--- config.mk ---
export PLATFORM = sky130hd
export DESIGN_NAME = sprite_mixer
export DESIGN_NICKNAME = d
export VERILOG_FILES = /design/src/rtl/vga_pkg.sv /design/src/rtl/obj_hit.sv /design/src/rtl/sprite_mixer.sv
export SDC_FILE = /design/constraint.sdc
export NUM_CORES = 1
export LEC_CHECK = 0
export ABC_AREA = 1
export CAP_MARGIN = 20
export CORE_MARGIN = 2
export CORE_UTILIZATION = 45
export CTS_CLUSTER_DIAMETER = 80
export DETAILED_ROUTE_END_ITERATION = 7
export PLACE_DENSITY = 0.88
export SETUP_SLACK_MARGIN = 0.05
export SYNTH_ARGS = -nofsm -noshare
export SYNTH_HDL_FRONTEND = slang
export SYNTH_HIERARCHICAL = 1
export SYNTH_SLANG_ARGS = --single-unit
--- constraint.sdc ---
create_clock -name i_clk -period 2.5 [get_ports i_clk]
set_input_delay 0.5 -clock i_clk [delete_from_list [all_inputs] [get_ports i_clk]]
set_output_delay 0.5 -clock i_clk [all_outputs]
set_load 0.1 [all_outputs]
--- src/rtl/vga_pkg.sv ---
// Shared VGA constants: default object coordinate width, RGB332 field
// widths and the visible screen dimensions.
package vga_pkg;
    localparam int CW    = 12;
    localparam int R_W   = 3;
    localparam int G_W   = 3;
    localparam int B_W   = 2;
    localparam int RGB_W = R_W + G_W + B_W;
    localparam int H_ACT = 640;
    localparam int V_ACT = 480;
endpackage

--- src/rtl/obj_hit.sv ---
// Strict axis-aligned rectangle test for one object. The pixel counters
// are zero-extended to the object coordinate width and compared unsigned.
// Open bounds mean a rectangle with x1 >= x2-1 (or y1 >= y2-1) never hits.
module obj_hit #(
    parameter int CW = 12
) (
    input  logic          en,
    input  logic [9:0]    x,
    input  logic [8:0]    y,
    input  logic [CW-1:0] x1,
    input  logic [CW-1:0] x2,
    input  logic [CW-1:0] y1,
    input  logic [CW-1:0] y2,
    output logic          hit
);
    logic [CW-1:0] x_ext;
    logic [CW-1:0] y_ext;

    assign x_ext = CW'(x);
    assign y_ext = CW'(y);

    // Pixel strictly inside the rectangle and object enabled
    always_comb begin
        hit = en && (x_ext > x1) && (x_ext < x2) && (y_ext > y1) && (y_ext < y2);
    end
endmodule

--- src/rtl/sprite_mixer.sv ---
// Per-pixel object compositor. Stage 1 registers the per-object hit vector
// and the active flag; stage 2 resolves priority (lowest index wins) into a
// registered RGB332 pixel. Pixels with two or more overlapping objects are
// folded into a collision accumulator that is reported and cleared on each
// frame-end pulse.
module sprite_mixer #(
    parameter int         N_OBJ = 4,
    parameter int         CW    = 12,
    parameter logic [7:0] BG    = 8'h00
) (
    input  logic              i_clk,
    input  logic              i_rst_n,
    input  logic              i_pix_stb,
    input  logic              i_active,
    input  logic [9:0]        i_x,
    input  logic [8:0]        i_y,
    input  logic              i_frame_end,
    input  logic [N_OBJ-1:0]  i_en,
    input  logic [N_OBJ*CW-1:0] i_x1,
    input  logic [N_OBJ*CW-1:0] i_x2,
    input  logic [N_OBJ*CW-1:0] i_y1,
    input  logic [N_OBJ*CW-1:0] i_y2,
    input  logic [N_OBJ*8-1:0]  i_col,
    output logic [2:0]        o_r,
    output logic [2:0]        o_g,
    output logic [1:0]        o_b,
    output logic [N_OBJ-1:0]  o_coll,
    output logic              o_coll_vld
);
    import vga_pkg::*;

    logic [N_OBJ-1:0] hit_p0;
    logic [N_OBJ-1:0] hit_p1;
    logic             act_p1;
    logic [RGB_W-1:0] col_sel;
    logic [RGB_W-1:0] col_p2;
    logic [N_OBJ-1:0] acc;
    logic [N_OBJ-1:0] acc_nxt;
    logic             multi_p1;

    for (genvar k = 0; k < N_OBJ; k++) begin : g_hit
        obj_hit #(.CW(CW)) u_hit (
            .en (i_en[k]),
            .x  (i_x),
            .y  (i_y),
            .x1 (i_x1[k*CW +: CW]),
            .x2 (i_x2[k*CW +: CW]),
            .y1 (i_y1[k*CW +: CW]),
            .y2 (i_y2[k*CW +: CW]),
            .hit(hit_p0[k])
        );
    end

    // ---- stage 1: hit vector and active flag ----
    // Capture the hit vector and visibility on each pixel strobe
    always_ff @(posedge i_clk or negedge i_rst_n) begin
        if (!i_rst_n) begin
            hit_p1 <= '0;
            act_p1 <= 1'b0;
        end else if (i_pix_stb) begin
            hit_p1 <= hit_p0;
            act_p1 <= i_active;
        end
    end

    // ---- stage 2: priority select into the output colour register ----
    // Lowest set index wins; no hit gives BG; blanking forces black
    always_comb begin
        col_sel = BG;
        for (int k = N_OBJ - 1; k >= 0; k--) begin
            if (hit_p1[k]) col_sel = i_col[k*8 +: 8];
        end
        if (!act_p1) col_sel = '0;
    end

    // Register the resolved pixel; it drives the pins directly
    always_ff @(posedge i_clk or negedge i_rst_n) begin
        if (!i_rst_n) begin
            col_p2 <= '0;
        end else if (i_pix_stb) begin
            col_p2 <= col_sel;
        end
    end

    assign o_r = col_p2[7:5];
    assign o_g = col_p2[4:2];
    assign o_b = col_p2[1:0];

    // Two or more bits set: clearing the lowest set bit leaves something
    assign multi_p1 = (hit_p1 & (hit_p1 - 1'b1)) != '0;

    // Accumulation from this clock is folded in so a frame-end pulse on the
    // same clock as an overlapping strobe still reports it
    always_comb begin
        acc_nxt = acc;
        if (i_pix_stb && act_p1 && multi_p1) acc_nxt = acc | hit_p1;
    end

    // Collision accumulator; report and clear on frame end
    always_ff @(posedge i_clk or negedge i_rst_n) begin
        if (!i_rst_n) begin
            acc        <= '0;
            o_coll     <= '0;
            o_coll_vld <= 1'b0;
        end else if (i_frame_end) begin
            acc        <= '0;
            o_coll     <= acc_nxt;
            o_coll_vld <= 1'b1;
        end else begin
            acc        <= acc_nxt;
            o_coll_vld <= 1'b0;
        end
    end
endmodule

==> run_results.csv <==
group,metric,value,unit
min_path,hold_end,"act_p1",
clocking,clock_sinks,22,
die,die_w,114,um
sta,worst_pin_slew,473,ps
detailed_routing,vias_per_cell,4.79,
min_path,whs_path_depth,2,
job,cap_viol_max_count,0,
cells_and_area,utilization,70.3,%
synthesis,seq_area_frac_synth,10.1,%
synthesis,synth_nets,1287,
synthesis,synthArstFlopShare,100,%
setup_path,worst_path_most_repeated_cell,"nand2_1",
synthesis,ys.flop_type,"dfrtp_1",
die,die_area,13000,um^2
sta,finalMaxSlewViolations,0,
detailed_routing,detail_route.wl_per_cell,12.9,um
clocking,worstSkewPairLatency,260,ps
cells_and_area,drive_above_1_share,6.53,%
placed_design,dp_hpwl,15400,um
setup_path,cp-end-kind,"flop",
clocking,clk_pin_slew,60,ps
global_routing,grt_max_degree,23,
setup_path,r2r-start,"hit_p1[2]",
synthesis,syn_avg_cell_area,6.11,um^2
power_and_ir_drop,p_leak,4.82,nW
setup_path,arrival,2450,ps
detailed_routing,drc,0,
synthesis,synth_cells,891,
clocking,cts_setup_buffers,0,
setup_path,r2r_end,"o_coll[3]",
clocking,cts_resized,0,
setup_path,required,2680,ps
setup_path,reg2reg_slack,1140,ps
power_and_ir_drop,power.density,224,nW/um^2
synthesis,ys_ff_latch,22,
sta,max_freq,442,MHz
placed_design,io_buffers,264,
cells_and_area,fin_nets,1560,
min_path,hp-class,"flop to flop",
sta,finClkSkew,3.37,ps
detailed_routing,drt_iter0_markers,183,
cells_and_area,diodes,0,
die,die_h,114,um
sta,slew_headroom,68.5,%
die,pin_count,265,
global_routing,grt_remaining_overflow,0,
placed_design,routabilityCongestion,0.898,
min_path,min_from,"act_p1",
synthesis,synth_edf_count,0,
setup_path,path_cells,"clkdlybuf4s50_1 > ha_1 > nand2_1 > nor2_1 > and2_1 > nand2_1 > nand3_1 > nand3_1 > nor2_1 > nand2_1 > o21ai_0",
clocking,numCtsBuffers,3,
clocking,cts-root-buf,"clkbuf_16",
sta,rsz0062_at_grt,"no",
setup_path,crit_type,"input port to flop",
die,placementRows,40,
cells_and_area,areaGrowthSynthToFinish,53.8,%
clocking,clockBufferDepth,2,
placed_design,dp_cells,1306,
synthesis,yosysUniqueCellTypes,27,
power_and_ir_drop,peakVddDrop,0.000322,V
sta,hold_viol,0,
detailed_routing,ant_nets,0,
status,status,"completed",
global_routing,grt_first_pass_wirelength,27200,um
setup_path,ff2ff_path_depth,6,
cells_and_area,final_cells,1310,
clocking,cts_hold_buf,0,
detailed_routing,drt_wl_total,16900,um
global_routing,grt_antenna_before_repair,0,
synthesis,ys_warn_count,6,
sta,setup_viol,0,
clocking,cts_tree,"done",
die,start_util,45.7,%
global_routing,track_usage,26.0,%
sta,fin_crit,2260,ps
clocking,cts_max_level,1,
global_routing,grt_pass1_vias,6250,
detailed_routing,via_count,6270,
sta,finalCritPeriodShare,90.6,%
setup_path,cpPeakStageDelay,640,ps
setup_path,startpoint_type,"input port",
setup_path,crit_slowest_cell,"clkdlybuf4s50_1",
setup_path,path_max_fanout,8,
detailed_routing,firstDrtPassIters,4,
die,core,11900,um^2
synthesis,netlist_area,5450,um^2
## registers in the layout, summed over array words and instances, names as in the netlist
name        cells
col_p2          8
acc             4
hit_p1          4
o_coll          4
act_p1          1
o_coll_vld      1
## cells by family (layout without fill, tap and decap cells)
kind of cell / Yosys count / in the layout / synth area share (%)
simple gates: 409 / 409 / 32.1
compound gates: 84 / 84 / 8.50
fa+ha+maj: 144 / 144 / 33.1
buf+inv: 232 / 504 / 16.2
flops: 22 / 22 / 10.1
## final cells by class
class / instances / area (um^2)
Clock buffer: 3 / 75.1
Clock inverter: 1 / 30.0
Fill cell: 1011 / 3530
Inverter: 229 / 860
Sequential cell: 22 / 551
Timing Repair Buffer: 271 / 2660
Tap cell: 147 / 184
Multi-Input combinational cell: 637 / 4020
## layout by cell type (no fill, tap or decap)
master / n
bufinv_16: 1
o21ai_0: 11
nand4_1: 6
nor2_2: 18
ha_1: 144
clkdlybuf4s50_1: 251
nand3_2: 3
nor2_4: 2
or2_0: 3
buf_4: 20
o211ai_1: 2
clkinv_1: 1
o21ai_2: 2
and2_1: 8
inv_2: 17
a21oi_1: 46
dfrtp_1: 22
a21o_1: 4
nand2_4: 1
nor2_1: 67
nand3_1: 41
nand2_2: 9
clkbuf_16: 3
o21ai_1: 11
or2_1: 1
nand2_1: 246
inv_1: 211
o21bai_1: 8
and3_1: 4
## critical path, delay by kind of cell
kind,cells,cell delay (ps)
simple gates,8,820
buf+inv,1,640
fa+ha+maj,1,430
compound gates,1,60
## worst max path at each step
stage / from / end / slack [ps] / depth (start not counted)
finish: i_y[7] / hit_p1[1] / 240 / 11
global route: i_x[9] / hit_p1[1] / 70 / 13
CTS: i_y[7] / hit_p1[1] / 210 / 11
detailed placement: i_y[7] / hit_p1[1] / -60 / 11
global placement: i_x[9] / hit_p1[1] / 40 / 11
floorplan: i_y1[31] / hit_p1[2] / 960 / 9
## cell usage after synthesis, types with 6 or more instances
master      n  share of area, %
and2_1      8              0.92
a21oi_1    46               4.2
o21ai_0    11               1.0
o21bai_1    8               1.1
inv_1     211                15
nand3_1    41               3.8
nand2_1   246                17
ha_1      144                33
nand2_2     9               1.0
nor2_2     18               2.1
inv_2      17               1.2
dfrtp_1    22                10
o21ai_1    11               1.0
nand4_1     6              0.69
nor2_1     67               4.6
## where the power goes
group / total (W) / switching [W] / internal [W]
clock: 0.000447 / 0.000129 / 0.000318
combinational: 0.00106 / 0.000471 / 0.000594
sequential: 0.000361 / 0.00000195 / 0.000359
total: 0.00187 / 0.000602 / 0.00127
## layer usage
metal  vias up  routed length, um  track usage, %
met5         -                  0               0
met4         0                448            6.67
met3        31               1180            4.30
met2       216               8710            51.5
met1      2733               6600            28.4
li1       3290                  -               -
## per-stage QoR
stage	setup slack, ps	area (um^2)	hold WS (ps)	power, W	TNS (ps)
6_report	235	8380	475	0.00187	0
5_1_grt	67.3	8380	521	0.00204	0
4_1_cts	211	8380	480	0.00188	0
3_5_place_dp	-61.2	8270	466	0.00144	-66.0
3_3_place_gp	42.3	8270	464	0.00139	0
2_1_floorplan	961	5450	204	0.000849	0
Note: power is estimated with default switching activity, not from simulation.
